===== src/rtl/pipe_hazard_ctrl.sv =====
// pipe_hazard_ctrl - stall/flush sequencer for the five-stage DLX pipeline.
// Detects load-use hazards, taken branches and data-memory wait states, and
// drives hold/flush controls to IF/ID, ID/EX, EX/MEM, MEM/WB and the PC.
// A three-state FSM (RUN, LOAD_STALL, MEM_WAIT) sequences multi-cycle stalls
// and the forced release after MEM_TIMEOUT wait cycles.
// Optional: define HAZARD_PERF_CNT_EN to add the stall_cycles/flush_events
// performance counters.
module pipe_hazard_ctrl #(
    parameter int REG_ADDR_WIDTH    = 5,
    parameter int LOAD_STALL_CYCLES = 1,
    parameter int MEM_TIMEOUT       = 15
) (
    input  logic                      clk,
    input  logic                      rst_n,
    input  logic [REG_ADDR_WIDTH-1:0] id_rs1_addr,
    input  logic [REG_ADDR_WIDTH-1:0] id_rs2_addr,
    input  logic                      id_rs1_used,
    input  logic                      id_rs2_used,
    input  logic                      ex_mem_rd_en,
    input  logic [REG_ADDR_WIDTH-1:0] ex_reg_wr_addr,
    input  logic                      mem_req,
    input  logic                      mem_ack,
    input  logic                      branch_taken,
    output logic                      pc_hold,
    output logic                      ifid_hold,
    output logic                      ifid_flush,
    output logic                      idex_hold,
    output logic                      idex_flush,
    output logic                      exmem_hold,
    output logic                      exmem_flush,
    output logic                      memwb_flush,
    output logic                      mem_timeout,
`ifdef HAZARD_PERF_CNT_EN
    output logic [31:0]               stall_cycles,
    output logic [31:0]               flush_events,
`endif
    output logic [1:0]                hazard_state
);

    typedef enum logic [1:0] {
        ST_RUN        = 2'd0,
        ST_LOAD_STALL = 2'd1,
        ST_MEM_WAIT   = 2'd2
    } state_t;

    typedef struct packed {
        logic pc_hold;
        logic ifid_hold;
        logic ifid_flush;
        logic idex_hold;
        logic idex_flush;
        logic exmem_hold;
        logic exmem_flush;
        logic memwb_flush;
        logic mem_timeout;
    } ctl_t;

    // Control patterns; hold and flush never share a register in any of them.
    localparam ctl_t CTL_NONE = '0;
    localparam ctl_t CTL_LOAD = '{pc_hold: 1'b1, ifid_hold: 1'b1, idex_flush: 1'b1, default: 1'b0};
    localparam ctl_t CTL_BRANCH = '{ifid_flush: 1'b1, idex_flush: 1'b1, exmem_flush: 1'b1, default: 1'b0};
    localparam ctl_t CTL_MEM = '{pc_hold: 1'b1, ifid_hold: 1'b1, idex_hold: 1'b1, exmem_hold: 1'b1,
                                 memwb_flush: 1'b1, default: 1'b0};
    localparam ctl_t CTL_TIMEOUT = '{mem_timeout: 1'b1, default: 1'b0};

    localparam logic [1:0] STALL_LAST = 2'(LOAD_STALL_CYCLES - 1);
    localparam logic [7:0] WAIT_LIMIT = 8'(MEM_TIMEOUT);

    state_t     state_q, state_d;
    logic [1:0] stall_cnt_q, stall_cnt_d;
    logic [7:0] wait_cnt_q, wait_cnt_d;
    ctl_t       ctl;
    logic       lu_hit;
    logic       mw;

    assign lu_hit = ex_mem_rd_en && (ex_reg_wr_addr != '0) &&
                    ((id_rs1_used && (id_rs1_addr == ex_reg_wr_addr)) ||
                     (id_rs2_used && (id_rs2_addr == ex_reg_wr_addr)));
    assign mw     = mem_req && !mem_ack;

    // State and counter registers.
    // NOTE: sequential state uses non-blocking (<=) so every register samples
    // pre-edge values regardless of statement order.
    always_ff @(posedge clk or negedge rst_n) begin
        if (!rst_n) begin
            state_q     <= ST_RUN;
            stall_cnt_q <= '0;
            wait_cnt_q  <= '0;
        end else begin
            state_q     <= state_d;
            stall_cnt_q <= stall_cnt_d;
            wait_cnt_q  <= wait_cnt_d;
        end
    end

    // Next-state and control decode; event priority is mem-wait > branch > load-use.
    // NOTE: every signal gets a default first so no path leaves it unassigned,
    // which would otherwise infer a latch.
    always_comb begin
        state_d     = state_q;
        stall_cnt_d = stall_cnt_q;
        wait_cnt_d  = wait_cnt_q;
        ctl         = CTL_NONE;
        unique case (state_q)
            ST_RUN: begin
                if (mw) begin
                    ctl        = CTL_MEM;
                    state_d    = ST_MEM_WAIT;
                    wait_cnt_d = 8'd1;
                end else if (branch_taken) begin
                    ctl = CTL_BRANCH;
                end else if (lu_hit) begin
                    ctl = CTL_LOAD;
                    if (LOAD_STALL_CYCLES > 1) begin
                        state_d     = ST_LOAD_STALL;
                        stall_cnt_d = 2'd1;
                    end
                end
            end
            ST_LOAD_STALL: begin
                if (mw) begin
                    // Abandon the remaining bubbles; detection restarts after the wait.
                    ctl         = CTL_MEM;
                    state_d     = ST_MEM_WAIT;
                    stall_cnt_d = '0;
                    wait_cnt_d  = 8'd1;
                end else begin
                    ctl = CTL_LOAD;
                    if (stall_cnt_q == STALL_LAST) begin
                        state_d     = ST_RUN;
                        stall_cnt_d = '0;
                    end else begin
                        stall_cnt_d = stall_cnt_q + 2'd1;
                    end
                end
            end
            ST_MEM_WAIT: begin
                if (mem_ack) begin
                    state_d    = ST_RUN;
                    wait_cnt_d = '0;
                end else if (wait_cnt_q == WAIT_LIMIT) begin
                    // Forced release: holds drop this cycle and the pulse flags it.
                    ctl        = CTL_TIMEOUT;
                    state_d    = ST_RUN;
                    wait_cnt_d = '0;
                end else begin
                    ctl        = CTL_MEM;
                    wait_cnt_d = wait_cnt_q + 8'd1;
                end
            end
            default: begin
                state_d     = ST_RUN;
                stall_cnt_d = '0;
                wait_cnt_d  = '0;
            end
        endcase
    end

    // Outputs are gated by rst_n so nothing leaks out while reset is held.
    assign pc_hold      = rst_n & ctl.pc_hold;
    assign ifid_hold    = rst_n & ctl.ifid_hold;
    assign ifid_flush   = rst_n & ctl.ifid_flush;
    assign idex_hold    = rst_n & ctl.idex_hold;
    assign idex_flush   = rst_n & ctl.idex_flush;
    assign exmem_hold   = rst_n & ctl.exmem_hold;
    assign exmem_flush  = rst_n & ctl.exmem_flush;
    assign memwb_flush  = rst_n & ctl.memwb_flush;
    assign mem_timeout  = rst_n & ctl.mem_timeout;
    assign hazard_state = rst_n ? state_q : 2'd0;

`ifdef HAZARD_PERF_CNT_EN
    logic [31:0] stall_cycles_q;
    logic [31:0] flush_events_q;

    // Free-running wrapping counters of PC-stall cycles and EX/MEM flushes.
    always_ff @(posedge clk or negedge rst_n) begin
        if (!rst_n) begin
            stall_cycles_q <= '0;
            flush_events_q <= '0;
        end else begin
            stall_cycles_q <= stall_cycles_q + 32'(pc_hold);
            flush_events_q <= flush_events_q + 32'(exmem_flush);
        end
    end

    assign stall_cycles = stall_cycles_q;
    assign flush_events = flush_events_q;
`endif

endmodule

===== config.mk =====
export PLATFORM = sky130hd
export DESIGN_NAME = pipe_hazard_ctrl
export DESIGN_NICKNAME = d
export VERILOG_FILES = /design/src/rtl/pipe_hazard_ctrl.sv
export SDC_FILE = /design/constraint.sdc
export NUM_CORES = 1
export LEC_CHECK = 0
export ABC_AREA = 1
export BUFFER_PORTS_ARGS = -buffer_cell sky130_fd_sc_hd__clkbuf_2
export CAP_MARGIN = 30
export CORE_MARGIN = 2
export CORE_UTILIZATION = 31
export CTS_CLUSTER_DIAMETER = 40
export DETAILED_ROUTE_END_ITERATION = 6
export GPL_TIMING_DRIVEN = 0
export PLACE_DENSITY = 0.52
export SETUP_SLACK_MARGIN = 0.02
export SLEW_MARGIN = 20
export SYNTH_ARGS = -nofsm -noshare
export SYNTH_HDL_FRONTEND = slang
export SYNTH_SLANG_ARGS = --single-unit

===== constraint.sdc =====
create_clock -name clk -period 1.8 [get_ports clk]
set_input_delay 0.18 -clock clk [delete_from_list [all_inputs] [get_ports clk]]
set_output_delay 0.18 -clock clk [all_outputs]
set_load 0.005 [all_outputs]

# Word-level counts from Yosys, hierarchy flattened
# Cells that the tools add are included.
# Widths: inputs -> output; s select.
# classes
muxes	21
eq_ne	9
n_reduce_logical	13
bitwise_logic	9
n_addsub	2
# op_table
op	count
$mux 9	5
$pmux 9 s3	1
$mux 8	3
$mux 2	8
$pmux 8 s2	1
$eq 5x5->1	2
$and 1x1->1	9
$add 8x1->8 const B	1
$eq 8x4->1 const B	1
$mux 6	1
$ne 3x3->1 const B	2
$pmux 2 s3	1
$logic_and 1x1->1	5
$reduce_bool 5->1	1
$logic_not 2->1	2
$pmux 2 s2	1
$reduce_or 2->1	2
$reduce_and 3->1	1
$add 2x1->2 const B	1
$eq 2x1->1 const B	1
$eq 2x2->1 const B	1
$ne 2x1->1 const B	1
$ne 2x2->1 const B	1
$logic_not 1->1	1
$logic_or 1x1->1	1
# word_totals
regBits	12
output_inout_bits	11
elab_cells	57

# Depth between registers and ports, before layout
# logic_depth
ltp_word	9
ltp_mapped	9
mapped_depth_nobuf	8

# Least setup slack after synthesis
# OpenSTA, ideal clock, no wires.
# synth_timing
path_kind	flip-flop to output port
from	reg wait_cnt_q[0]
to	out pc_hold
slack_ns	0.310
stages_incl_launch_ff	10
t_arrival_ns	1.310
cell_sequence	dfrtp_1 ha_1 nand2_1 nor2_4 nand3_4 a21oi_4 nor2_2 nand2_2 nand2_1 buf_4
# synth_between
elab_chain_cells	5
# synth_lines
item	line	rtl
start: declaration	71	logic [7:0] wait_cnt_q, wait_cnt_d;
start signal: assignment	92	wait_cnt_q <= wait_cnt_d;
$eq 8x4->1	141	end else if (wait_cnt_q == WAIT_LIMIT) begin
$mux 9	141	
$mux 9	138	if (mem_ack) begin
$pmux 9 s3	104	unique case (state_q)
$and 1x1->1	160	assign pc_hold = rst_n & ctl.pc_hold;
end: declaration	24	output logic pc_hold,
# No other way between the ends.

# Worst setup path in the final report
# Same ends and word-level chain as after synthesis.

==> impl_metrics.yaml <==
run_status:
  outcome: "finished with violations"
  failed_checks: "setup timing"
timing:
  fin_crit_ns: 1.87
  slew_violations: 0
  rsz0062_at_grt: "true"
  fmax_ghz: 0.535
  finalHoldViolCount: 0
  clock_skew_ns: 0.00416
  timing.final.crit_share_pct: 104
  final.setup.tns_ns: -0.173
  setup_ws_ns: -0.0683
  setup_viol: 3
logic_synthesis:
  ys_seq_elements: 9
  synth-async-reset-ratio_pct: 100
  synth_edf_count: 0
  synth_cell_type_count: 21
  syn-cell-area_um2: 810
  synth_top_cells_by_area: "dfrtp_1, nand2_1, inv_1"
  synth_area_per_cell_um2: 6.13
  yosysMostFrequentCell: "nand2_1"
  yosysTopAreaCell: "dfrtp_1"
  ys_top_cells_by_count: "nand2_1, inv_1, nor2_1"
  synth_fp_nets: 156
  synth_ff_type: "dfrtp_1"
  yosysTopAreaCellShare_pct: 27.8
  synth_warnings: 0
  synthCells: 132
  seq_area_frac_synth_pct: 27.8
global_route:
  track_usage_pct: 14.4
  grt_remaining_overflow: 0
  grt_max_degree: 10
  grt_pass1_wl_um: 3160
  grt_pass1_vias: 777
  antenna_found_initial: 0
floorplan:
  die_x_um: 55.1
  initial_core_util_pct: 32.7
  die_h_um: 55.1
  ios: 34
  dieArea_um2: 3040
  rows: 18
  core_um2: 2480
cells_and_area:
  multi_input_area_um2: 464
  diodes: 0
  nets: 200
  final.fill_count: 276
  register_area_um2: 226
  drive_above_1_share_pct: 34.9
  area_growth_pct: 38.6
job:
  max_cap_violations: 0
place:
  gp_congestion: 0.750
  portBuffers: 32
  hpwl_um: 1540
setup_path:
  rr_worst_depth: 7
  cp.required_ns: 1.62
  cpMostUsedCell: "nand2_2"
  critPathMaxFanout: 3
  regToRegEndpoint: "wait_cnt_q[6]$_DFFE_PN0P_"
  critPathSlowestCell: "dfrtp_1"
  start_kind: "flip-flop"
  crit_path_end: "pc_hold"
  critical_path.startpoint: "wait_cnt_q[0]$_DFFE_PN0P_"
  crit_cells: 10
  r2r-start: "wait_cnt_q[0]$_DFFE_PN0P_"
  path_cells: "ha_2 > nand2_2 > nor2_4 > nand3_4 > a21oi_4 > nor2_2 > nand2_2 > nand2_2 > buf_6 > clkbuf_2"
  slowest_delay_ns: 0.36
  path_buf_inv: 2
  critPathTopFamily: "simple AND/OR/NAND/NOR gates"
  reg2reg_slack_ns: 0.38
  worst-endpoint-arrival_ns: 1.69
  crit_type: "reg2out"
  end_kind: "primary output"
route:
  viasPerCell: 4.38
  drtIter0Drc: 11
  wire_per_inst_um: 9.55
  firstDrtPassIters: 3
  dr_total_vias: 898
  drc: 0
  routed_wl_um: 1960
  postRouteAntennaNets: 0
cts:
  clockBufferDepth: 2
  cts_max_level: 1
  cts_tree: "yes"
  path_clk_slew_ns: 0.06
  cts-root-buf: "clkbuf_4"
  clk-insertion-delay-late_ns: 0.26
  clkSinkCount: 9
  cts_buffers: 3
power_and_ir_drop:
  leakage_nw: 0.653
  peakVddDrop_uv: 385
  p_total_mw: 0.744
  p_per_area_nw_per_um2: 663
worst_hold_path:
  min_path_type: "in2reg"
## where the power goes
group          switching, mW  internal [mW]  total, mW
registers             0.0287          0.235      0.264
logic                  0.163          0.161      0.324
clock network         0.0701         0.0854      0.156
total                  0.262          0.482      0.744
## how the worst min path moves through the flow
stage	start	to	slack, ns	cells after the start
2_1_floorplan	rst_n	state_q[1]$_DFFE_PN0P_	-0.12	0
3_3_place_gp	rst_n	wait_cnt_q[6]$_DFFE_PN0P_	0.09	1
3_5_place_dp	rst_n	wait_cnt_q[6]$_DFFE_PN0P_	0.09	1
4_1_cts	mem_ack	wait_cnt_q[2]$_DFFE_PN0P_	0.30	4
5_1_grt	mem_req	wait_cnt_q[6]$_DFFE_PN0P_	0.36	4
6_report	mem_ack	wait_cnt_q[2]$_DFFE_PN0P_	0.32	4
## worst min-delay path, cell delays in order
cell and delay [ns]:
clkbuf_2 0.10, inv_1 0.10, nand3_1 0.09, o21ai_0 0.07
## cell families (layout without fill, tap and decap cells)
logic type / after synthesis / after routing / share of synthesized area (%)
XOR/XNOR: 4 / 4 / 4.33
AO/OA/AOI/OAI: 12 / 12 / 9.27
AND/OR/NAND/NOR: 74 / 74 / 39.9
adder cells (fa/ha/maj): 1 / 1 / 1.55
buffers and inverters: 31 / 74 / 16.7
flip-flops: 9 / 9 / 27.8
other: 1 / 1 / 0.463
## cells in the final DEF (no fill, tap or decap), types with 4 or more instances in the layout
cell type  netlist  final
nand2_1         42     40
clkbuf_2         0     30
inv_1           24     22
nor2_1          15     14
nand3_1          9      9
buf_4            5      8
dfrtp_1          9      8
o21ai_0          5      5
inv_2            2      4
buf_6            0      4
## flip-flops by register name, indices dropped and copies added (netlist names)
name,flops
state_q,1
wait_cnt_q,8
## layer usage
metal / part of all wire [%] / global-route usage (%) / wire length (um) / vias to the layer above
met1: 48 / 18.5 / 943 / 389
met3: 5.4 / 3.23 / 105 / 2
met2: 45 / 23.8 / 889 / 22
met5: 0 / 0 / 0 / -
li1: - / - / - / 485
met4: 0.97 / 4.88 / 19 / 0
## cell type report
type,instances,share of cell area (%)
multi-input combinational,92,41.4
clock buffer,4,2.34
timing repair buffer,39,19.7
inverter,26,8.70
buffer,5,4.35
sequential,9,20.2
tap,30,3.34
## metrics by stage
stage               cells  util (%)  instance area (um^2)  setup WS [ns]  hold slack (ns)
floorplan             132         -                   810          0.310           -0.116
global placement      194      40.7                  1010         0.0956           0.0869
detailed placement    194      40.7                  1010         0.0820           0.0918
CTS                   204      44.1                  1090         -0.117            0.298
global route          205      45.3                  1120         -0.178            0.358
finish                205      45.3                  1120        -0.0683            0.322
## repair_timing
action	in CTS	in global routing
hold endpoints to repair	9	0
buffers inserted	5	1
gates resized for setup	5	8
pin swaps	5	5
endpoints found under the setup margin	6	8
hold buffers	1	0
Power figures use the tool's default switching activity.
